File: src/rtl/magnitude_pkg.sv
// Shared types and helpers for the magnitude datapath.
// Root width derives from the squared-operand width.
package magnitude_pkg;

  typedef enum logic [1:0] {
    ST_IDLE = 2'd0,
    ST_CALC = 2'd1,
    ST_DONE = 2'd2
  } state_e;

  // sum is in_w+1 bits; root needs half of that, rounded up
  function automatic int root_w_of(input int in_w);
    return (in_w + 2) / 2;
  endfunction

endpackage

File: src/rtl/sqrt_step.sv
// One restoring square-root iteration: resolves one root bit
// from the running remainder and the next radicand digit pair.
module sqrt_step #(
  parameter int ROOT_W = 9
) (
  input  logic [ROOT_W-1:0] root_i,
  input  logic [ROOT_W+1:0] rem_i,
  input  logic [1:0]        digit_i,
  output logic [ROOT_W-1:0] root_o,
  output logic [ROOT_W+1:0] rem_o
);

  logic [ROOT_W+1:0] rem_sh;
  logic [ROOT_W+1:0] trial;
  logic              ge;

  // rem stays below 2*root, so its top bits are zero before the shift
  always_comb begin
    rem_sh = (ROOT_W+2)'({rem_i, digit_i});
    trial  = {root_i, 2'b01};
    ge     = rem_sh >= trial;
    rem_o  = ge ? rem_sh - trial : rem_sh;
    root_o = ROOT_W'({root_i, ge});
  end

endmodule

File: src/rtl/magnitude_sqrt_iter.sv
// Iterative integer sqrt(sqrx + sqry), one root bit per clock,
// with floor remainder, optional rounding and back-pressure.
module magnitude_sqrt_iter
  import magnitude_pkg::*;
#(
  parameter int IN_W = 17
) (
  input  logic                     clk,
  input  logic                     rst_n,
  input  logic                     in_valid,
  output logic                     in_ready,
  input  logic [IN_W-1:0]          sqrx,
  input  logic [IN_W-1:0]          sqry,
  input  logic                     round_en,
  output logic                     out_valid,
  input  logic                     out_ready,
  output logic [root_w_of(IN_W)-1:0] magnitude,
  output logic [root_w_of(IN_W):0] remainder,
  output logic                     saturated
);

  localparam int SUM_W  = IN_W + 1;
  localparam int ROOT_W = root_w_of(IN_W);
  localparam int RAD_W  = 2 * ROOT_W;
  localparam int CNT_W  = $clog2(ROOT_W + 1);
  localparam logic [CNT_W-1:0] LAST = CNT_W'(ROOT_W - 1);

  state_e              state_q, state_d;
  logic [CNT_W-1:0]    cnt_q, cnt_d;
  logic [RAD_W-1:0]    sum_q, sum_d;
  logic                rnd_q, rnd_d;
  logic [ROOT_W-1:0]   root_q, root_d;
  logic [ROOT_W+1:0]   rem_q, rem_d;
  logic [ROOT_W-1:0]   mag_q, mag_d;
  logic [ROOT_W:0]     remd_q, remd_d;
  logic                sat_q, sat_d;

  logic [SUM_W-1:0]    add;
  logic [ROOT_W-1:0]   step_root;
  logic [ROOT_W+1:0]   step_rem;

  // radicand is consumed MSB digit-pair first by shifting left
  sqrt_step #(.ROOT_W(ROOT_W)) u_step (
    .root_i  (root_q),
    .rem_i   (rem_q),
    .digit_i (sum_q[RAD_W-1 -: 2]),
    .root_o  (step_root),
    .rem_o   (step_rem)
  );

  assign add       = SUM_W'(sqrx) + SUM_W'(sqry);
  assign in_ready  = state_q == ST_IDLE;
  assign out_valid = state_q == ST_DONE;
  assign magnitude = mag_q;
  assign remainder = remd_q;
  assign saturated = sat_q;

  // FSM, iteration datapath and result capture with rounding
  always_comb begin
    state_d = state_q;
    cnt_d   = cnt_q;
    sum_d   = sum_q;
    rnd_d   = rnd_q;
    root_d  = root_q;
    rem_d   = rem_q;
    mag_d   = mag_q;
    remd_d  = remd_q;
    sat_d   = sat_q;
    unique case (state_q)
      ST_IDLE: begin
        if (in_valid) begin
          state_d = ST_CALC;
          sum_d   = RAD_W'(add);
          rnd_d   = round_en;
          root_d  = '0;
          rem_d   = '0;
          cnt_d   = '0;
        end
      end
      ST_CALC: begin
        root_d = step_root;
        rem_d  = step_rem;
        sum_d  = sum_q << 2;
        cnt_d  = cnt_q + 1'b1;
        if (cnt_q == LAST) begin
          state_d = ST_DONE;
          remd_d  = (ROOT_W+1)'(step_rem);
          mag_d   = step_root;
          sat_d   = 1'b0;
          if (rnd_q && step_rem > {2'b00, step_root}) begin
            if (&step_root) sat_d = 1'b1;
            else            mag_d = step_root + 1'b1;
          end
        end
      end
      ST_DONE: begin
        if (out_ready) state_d = ST_IDLE;
      end
      default: state_d = ST_IDLE;
    endcase
  end

  // state registers; reset aborts any in-flight operation
  always_ff @(posedge clk or negedge rst_n) begin
    if (!rst_n) begin
      state_q <= ST_IDLE;
      cnt_q   <= '0;
      sum_q   <= '0;
      rnd_q   <= 1'b0;
      root_q  <= '0;
      rem_q   <= '0;
      mag_q   <= '0;
      remd_q  <= '0;
      sat_q   <= 1'b0;
    end else begin
      state_q <= state_d;
      cnt_q   <= cnt_d;
      sum_q   <= sum_d;
      rnd_q   <= rnd_d;
      root_q  <= root_d;
      rem_q   <= rem_d;
      mag_q   <= mag_d;
      remd_q  <= remd_d;
      sat_q   <= sat_d;
    end
  end

endmodule

File: config.mk
export PLATFORM = sky130hd
export DESIGN_NAME = magnitude_sqrt_iter
export DESIGN_NICKNAME = d
export VERILOG_FILES = /design/src/rtl/magnitude_pkg.sv /design/src/rtl/sqrt_step.sv /design/src/rtl/magnitude_sqrt_iter.sv
export SDC_FILE = /design/constraint.sdc
export NUM_CORES = 1
export LEC_CHECK = 0
export BUFFER_PORTS_ARGS = -buffer_cell sky130_fd_sc_hd__buf_2
export CORE_MARGIN = 2
export CORE_UTILIZATION = 54
export DETAILED_ROUTE_END_ITERATION = 10
export PLACE_DENSITY = 0.76
export SLEW_MARGIN = 20
export SYNTH_ARGS = -nofsm -noshare
export SYNTH_HDL_FRONTEND = slang
export SYNTH_SLANG_ARGS = --single-unit
File: constraint.sdc
create_clock -name clk -period 5.9 [get_ports clk]
set_clock_uncertainty 0.1 [all_clocks]
set_input_delay 1.475 -clock clk [delete_from_list [all_inputs] [get_ports clk]]
set_output_delay 1.475 -clock clk [all_outputs]
set_load 0.05 [all_outputs]
==> impl_metrics.ini, run 1 <==
[yosys]
synth_ff_type = dfrtp_1
ys.warnings.count = 0
yosys-top-cells-area = dfrtp_1, ha_1, o21ai_0, nand2_1, xnor2_1
synthArstFlopShare_pct = 100
syn_avg_cell_area_sq_um = 8.94
seq_area_frac_synth_pct = 36.8
netlist_area_sq_mm = 0.00428
synth.top_cell.area_share_pct = 36.8
netlist_instances = 479
synth_nets = 559
ys_ff_latch = 63
yosysTopAreaCell = dfrtp_1
synth_edf_count = 0
ys_types = 55

[setup_path]
rrSetupSlack_ns = 0.76
arrival_ns = 5.29
crit_chain = inv_1, ha_1, nand4_1, or3_1, a31oi_1, a41o_2, mux2i_1, inv_1, ha_1, a211oi_1, o21bai_1, a21o_1, a221oi_2, a21oi_4, o311ai_4, o22ai_1, mux2_1, mux2_2
worstSetupStartpointType = register
worstSetupEndpoint = magnitude[1]
cp-end-kind = register
crit_path_start = root_q[0]
max_stage_delay_ns = 0.48
cp_num_cells = 18
crit_family = compound AO/OA/AOI/OAI gates
slowest_stage = dfrtp_1
r2r.worst_path.cells = 18
path_class = register to register
worst_ep_required_time_ns = 6.05
rr_endpoint = magnitude[1]
critPathBufInv = 2
r2r_start = root_q[0]
crit_fanout = 20

[floorplan]
coreArea_sq_mm = 0.00769
initial_core_util_pct = 55.7
row_count = 32
die_h_um = 93.0
io_pins = 61
die_x_um = 93.0
die_area_sq_mm = 0.00865

[cts]
clk_latency_ns = 0.35
post-cts-setup-buffer-count = 0
clockRootBuffer = clkbuf_8
ctsHoldBuffers = 0
cts.sinks = 63
clkTransAtPathRegs_ns = 0.07
cts_htree_levels = 3
postCtsResizedCells = 0
cts_made_buffers = 9
cts_tree = yes
clk_path_buf_depth = 2

[hold_path]
worstHoldPathCells = 2
min_from = magnitude[3]
hold_class = register to register

[run]
maxCapViolCount = 0

[sta]
max_slew.worst_pin.slew_ns = 0.965
report.final.slew_viol_count = 0
finalSetupViolCount = 0
fmax_ghz = 0.195
slew_headroom_pct = 35.4
fin_tns_setup_ns = 0
post-route-period-util_pct = 87.1
hold_viol_final = 0
rsz0062_at_grt = no
period_minus_slack_ns = 5.14

[layout]
drive_above_1_share_pct = 17.6
layout_commonest_cell = o21ai_0
area_delta_synth_final_pct = 13.5
fin_nets = 615
diodes = 0
instances_no_fill = 642
mostFrequentLayoutCells = o21ai_0, dfrtp_1, buf_2, nand2_1, ha_1

[global_route]
first_global_vias = 3533
grtUsageTotal_pct = 22.8
grt_max_degree = 64
grt_pass1_wl_mm = 15.9
grt_remaining_overflow = 0
grt_antenna_before_repair = 0

[placed_design]
place_inst = 626
place_congestion = 0.906
dp_hpwl_mm = 6.85
io_buffers = 60

[run_status]
status = finished, final reports clean

[drt]
drt_wl_total_mm = 9.09
ant_nets = 0
dr.pass1.iters = 5
post_drt_via_cell_ratio = 5.79
route.detailed.drc = 0
initialDrtViolationCount = 208
wire_per_inst_um = 14.2
vias = 3717
[area by class of cell]
type                    instances  area, sq um
well taps                     102          128
clock buffers                  11          141
clock inverters                 5         57.6
flip-flops and latches         63         1580
fillers                       673         2830
inverters                      30          113
repair buffers                 64          330
multi-input cells             367         2510
[registers in the layout, indices dropped and copies added (netlist names)]
| signal | cells |
|---|---|
| saturated | 1 |
| rem_q | 9 |
| rnd_q | 1 |
| magnitude | 9 |
| sum_q | 18 |
| remainder | 10 |
| root_q | 9 |
| cnt_q | 4 |
| state_q | 2 |
[cells by family after synthesis]
kind of cell | synth area share, %
mux | 2.31
simple gates | 14.7
flops | 36.8
buf+inv | 4.56
xor+xnor | 5.12
compound gates | 24.3
fa+ha+maj | 12.2
[how the worst min path moves through the flow]
stage | end | slack [ns]
global route | remainder[9] | 0.40
detailed placement | remainder[9] | 0.37
finish | magnitude[3] | 0.37
global placement | remainder[8] | 0.36
CTS | remainder[9] | 0.38
floorplan | cnt_q[3] | 0.36
[stage by stage]
step / area (sq um) / hold slack (ns) / setup WS (ns) / util (%)
global placement: 4660 / 0.357 / 0.973 / 60.6
global route: 4860 / 0.404 / 0.540 / 63.2
floorplan: 4280 / 0.357 / 1.28 / -
CTS: 4850 / 0.380 / 0.810 / 63.2
detailed placement: 4660 / 0.366 / 0.826 / 60.6
finish: 4860 / 0.375 / 0.761 / 63.2
[per-layer routing]
metal | vias to the layer above | track usage, % | share of wire (%)
met3 | 28 | 3.87 | 5.0
li1 | 1847 | - | -
met5 | - | 0 | 0
met1 | 1723 | 29.1 | 46
met4 | 0 | 10.7 | 2.8
met2 | 119 | 38.0 | 46
[worst min-delay path, delay by kind of cell, from the launching register on]
family             cells  cell delay (ns)
AOI/OAI and AO/OA      1             0.06
DFF                    1             0.34
and+or+nand+nor        1             0.04
[cells in the mapped netlist (5+ instances only)]
library cell and n:
nand3_1 28, nand2b_1 6, a22oi_1 14, nand4_1 6, clkbuf_1 16, xnor2_1 17, inv_1 30, nor2_1 22
a31oi_1 5, ha_1 40, o21a_1 5, a21o_1 7, xor2_1 8, o21ai_0 69, a21oi_1 26, nand2_1 47
dfrtp_1 63, o21bai_1 5, o31ai_1 5
Power of run 1 is not shown: default switching activity piles up to over one toggle a cycle in this logic, so the estimate is an artifact.
==> run 2, diff against run 1 <==
--- a/config.mk
+++ b/config.mk
@@ -5,7 +5,7 @@
 export SDC_FILE = /design/constraint.sdc
 export NUM_CORES = 1
 export LEC_CHECK = 0
-export BUFFER_PORTS_ARGS = -buffer_cell sky130_fd_sc_hd__buf_2
+export BUFFER_PORTS_ARGS = -buffer_cell sky130_fd_sc_hd__clkbuf_2
 export CORE_MARGIN = 2
 export CORE_UTILIZATION = 54
 export DETAILED_ROUTE_END_ITERATION = 10
==> run 2 against run 1 <==
  * Worst hold slack is essentially flat
  * Design area grew 0.64%
  * Wire length grew 3.1%
  * Global-route usage shrank 0.17 points
  * First-iteration DRC count shrank 9.1%
  * Critical path depth is the same
  * Fmax shrank 0.57%
  * Critical path type unchanged
==> impl_metrics.ini, run 2 (synthesized netlist as in run 1, its figures left out) <==
[sta]
report.final.slew_viol_count = 0
post-route-period-util_pct = 87.6
period_minus_slack_ns = 5.17
max_slew.worst_pin.slew_ns = 0.956
finalSetupViolCount = 0
hold_viol_final = 0
rsz0062_at_grt = no
fin_tns_setup_ns = 0
whs_ns = 0.375
slew_headroom_pct = 36.0
fmax_ghz = 0.193
setup_ws_ns = 0.732

[drt]
wire_per_inst_um = 14.6
routed.top_layer = met4
route.met3.wl_um = 444
initialDrtViolationCount = 189
route.detailed.drc = 0
dr.pass1.iters = 5
drt_wl_total_mm = 9.37
ant_nets = 0
post_drt_via_cell_ratio = 5.75
met2WireLength_mm = 4.44
drt-met1-wl_mm = 4.34
vias = 3685

[global_route]
grtUsageTotal_pct = 22.7
grt_max_degree = 64
grt_pass1_wl_mm = 15.9
grt_remaining_overflow = 0
first_global_vias = 3490
grt_antenna_before_repair = 0

[setup_path]
worst_ep_required_time_ns = 6.03
rrSetupSlack_ns = 0.73
r2r_start = root_q[0]
cp-end-kind = register
arrival_ns = 5.30
rr_endpoint = magnitude[1]
r2r.worst_path.cells = 18
path_class = register to register
crit_fanout = 20
worstSetupStartpointType = register

[layout]
diodes = 0
drive_above_1_share_pct = 17.6
layout_commonest_cell = o21ai_0
fin_nets = 615
mostFrequentLayoutCells = o21ai_0, dfrtp_1, clkbuf_2, nand2_1, ha_1
area_delta_synth_final_pct = 14.2
largest_reg_flops = 18
top_register = sum_q

[hold_path]
min_to = remainder[9]
worstHoldPathCells = 2
hold_class = register to register
min_from = remainder[9]

[cts]
cts_tree = yes
post-cts-setup-buffer-count = 0
cts_htree_levels = 3
clk_latency_ns = 0.34
clkTransAtPathRegs_ns = 0.07
clk_path_buf_depth = 2
cts_made_buffers = 9
cts.sinks = 63
ctsHoldBuffers = 0
clockRootBuffer = clkbuf_8
postCtsResizedCells = 0

[floorplan]
die_h_um = 93.0
initial_core_util_pct = 55.7
io_pins = 61
coreArea_sq_mm = 0.00769
die_x_um = 93.0
die_area_sq_mm = 0.00865
row_count = 32

[placed_design]
place_congestion = 0.906
pre_cts_ws_ns = 0.810
dp_hpwl_mm = 7.01
io_buffers = 60

[run_status]
status = finished, final reports clean

[run]
maxCapViolCount = 0
[run 2: cell types whose count changed in the layout (fill, tap and decap cells not counted), sizes merged]
cell	change
buf	-60
clkinvlp	-3
clkbuf	+61
bufinv	+1
[run 2: worst max-delay path: stages (launching register included)]
cell and delay [ns]:
dfrtp_1 0.49, inv_1 0.13, ha_1 0.36, nand4_1 0.15, or3_1 0.33, a31oi_1 0.16
a41o_2 0.43, mux2i_1 0.32, inv_1 0.09, ha_1 0.29, a211oi_1 0.23, o21bai_1 0.11
a21o_1 0.19, a221oi_2 0.45, a21oi_4 0.07, o311ai_4 0.41, o22ai_1 0.14, mux2_1 0.33
mux2_2 0.26
[run 2: layout make-up]
type	instances	area [sq um]
clock inverters	3	65.1
flip-flops and latches	63	1580
clock buffers	12	165
well taps	102	128
multi-input cells	367	2510
inverters	30	113
fillers	679	2800
repair buffers	64	330
[run 2: worst max path at each step]
stage | from | to | slack [ns] | depth (start not counted)
floorplan | root_q[1] | magnitude[1] | 1.28 | 21
global placement | root_q[0] | magnitude[1] | 0.99 | 18
detailed placement | root_q[1] | magnitude[1] | 0.81 | 18
CTS | root_q[0] | magnitude[1] | 0.79 | 18
global route | root_q[0] | magnitude[6] | 0.42 | 18
finish | root_q[0] | magnitude[1] | 0.73 | 18
[run 2: per-stage QoR]
| step | utilization (%) | instances | cell area, sq um |
|---|---|---|---|
| CTS | 63.6 | 641 | 4890 |
| floorplan | - | 479 | 4280 |
| global route | 63.6 | 641 | 4890 |
| global placement | 60.6 | 626 | 4660 |
| finish | 63.6 | 641 | 4890 |
| detailed placement | 60.6 | 626 | 4660 |
[run 2: metal layers]
metal	up-vias	track usage, %
met4	0	7.97
met3	14	3.55
li1	1845	-
met1	1711	29.7
met5	-	0
met2	115	38.3
Power of run 2 is left out for the same reason.
==> run 3, diff against run 2 <==
--- a/config.mk
+++ b/config.mk
@@ -6,6 +6,7 @@
 export NUM_CORES = 1
 export LEC_CHECK = 0
 export BUFFER_PORTS_ARGS = -buffer_cell sky130_fd_sc_hd__clkbuf_2
+export CORE_ASPECT_RATIO = 0.75
 export CORE_MARGIN = 2
 export CORE_UTILIZATION = 54
 export DETAILED_ROUTE_END_ITERATION = 10
==> run 3 against run 2 <==
  * Global-route usage grew 1.7 points
  * Non-clock buffer count unchanged
  * First-iteration DRC count up 34%
  * Setup slack worse by 0.042 ns
  * Design area shrank 0.90%
  * Cell count increased by 0.47%
  * Critical path depth is the same
  * Via count up 1.1%
  * Fmax fell by 0.81%
  * Wire length increased by 3.6%
  * Clock-buffer cell count unchanged
  * Utilization fell by 1.3 points
==> impl_metrics.ini, run 3 (synthesized netlist as in run 1, its figures left out) <==
[setup_path]
rr_endpoint = magnitude[1]
rrSetupSlack_ns = 0.69
path_class = register to register
crit_chain = inv_1, ha_1, nand4_1, or3_1, a31oi_1, a41o_2, mux2i_1, inv_1, ha_1, a211oi_1, o21bai_1, a21o_1, a221oi_2, a21oi_4, o311ai_4, o22ai_1, mux2_1, mux2_2
worstSetupStartpointType = register
r2r_start = root_q[0]
arrival_ns = 5.33
max_stage_delay_ns = 0.49
worst_ep_required_time_ns = 6.02
crit_fanout = 20
r2r.worst_path.cells = 18
slowest_stage = dfrtp_1
cp-end-kind = register

[run_status]
status = finished, final reports clean

[cts]
cts.sinks = 63
cts_tree = yes
cts_made_buffers = 9
clockRootBuffer = clkbuf_8
clk_path_buf_depth = 2
cts_htree_levels = 3
postCtsResizedCells = 0
clkTransAtPathRegs_ns = 0.07
post-cts-setup-buffer-count = 0
ctsHoldBuffers = 0
clk_latency_ns = 0.34

[drt]
post_drt_via_cell_ratio = 5.78
wire_per_inst_um = 15.1
dr.pass1.iters = 5
drt_wl_total_mm = 9.70
route.detailed.drc = 0
initialDrtViolationCount = 254
vias = 3725
ant_nets = 0

[global_route]
grtUsageTotal_pct = 24.4
grt_remaining_overflow = 0
first_global_vias = 3566
grt_max_degree = 64
grt_pass1_wl_mm = 16.9
grt_antenna_before_repair = 0

[sta]
setup_ws_ns = 0.690
max_slew.worst_pin.slew_ns = 1.04
post-route-period-util_pct = 88.3
period_minus_slack_ns = 5.21
slew_headroom_pct = 30.2
fmax_ghz = 0.192
report.final.slew_viol_count = 0
finalSetupViolCount = 0
hold_viol_final = 0
fin_tns_setup_ns = 0
rsz0062_at_grt = no

[layout]
area_delta_synth_final_pct = 13.2
top_register = sum_q
instances_no_fill = 644
layout_commonest_cell = o21ai_0
diodes = 0
n_fill_cell = 706
fin_nets = 615
fin_util_pct = 62.3
multiInputGateArea_sq_mm = 0.00251
mostFrequentLayoutCells = o21ai_0, dfrtp_1, clkbuf_2, nand2_1, ha_1
drive_above_1_share_pct = 17.6
seq_area_sq_mm = 0.00158
largest_reg_flops = 18

[floorplan]
row_count = 28
initial_core_util_pct = 55.0
die_x_um = 107
die_h_um = 81.1
die_area_sq_mm = 0.00866
coreArea_sq_mm = 0.00778
io_pins = 61

[hold_path]
hold_class = register to register
min_from = magnitude[8]
min_to = magnitude[8]
worstHoldPathCells = 2

[placed_design]
place_congestion = 0.927
pre_cts_ws_ns = 0.801
place_inst = 629
dp_hpwl_mm = 7.33
io_buffers = 60

[run]
maxCapViolCount = 0
==> run 3: cell types whose count changed in the layout (fill, tap and decap cells not counted) <==
cell	previous run	this run
bufinv_16	2	0
clkinv_2	1	2
clkinvlp_4	0	1
==> run 3: layout make-up <==
type                       count  share of cell area [%]
sequential                    63                    32.5
multi-input combinational    367                    51.8
timing repair buffer          64                    6.82
inverter                      30                    2.32
clock inverter                 3                   0.362
clock buffer                  12                    3.41
tap                          105                    2.71
==> run 3: metal layers <==
layer	vias up	routed length (um)	track usage [%]
li1	1840	-	-
met2	121	4280	37.7
met5	-	0	0
met4	0	59	7.27
met1	1757	4840	35.3
met3	7	520	4.17
==> run 3: critical path: cells and delay by family (launching register included) <==
family	cells	cell delay, ns
flip-flops	1	0.49
AND/OR/NAND/NOR	2	0.45
buffers and inverters	2	0.24
AO/OA/AOI/OAI	9	2.21
adder cells (fa/ha/maj)	2	0.69
multiplexers	3	0.92
==> run 3: how the worst max path moves through the flow <==
stage | startpoint | endpoint | slack, ns
4_1_cts | root_q[0] | magnitude[1] | 0.75
5_1_grt | root_q[0] | magnitude[8] | 0.36
2_1_floorplan | root_q[1] | magnitude[1] | 1.28
6_report | root_q[0] | magnitude[1] | 0.69
3_3_place_gp | root_q[0] | magnitude[1] | 0.97
3_5_place_dp | root_q[0] | magnitude[1] | 0.80
==> run 3: metrics by stage <==
step | hold WS (ns) | cell area, sq um
floorplan | 0.357 | 4280
global placement | 0.361 | 4660
detailed placement | 0.370 | 4660
CTS | 0.386 | 4840
global route | 0.425 | 4840
finish | 0.380 | 4840
Power of run 3 is left out for the same reason.
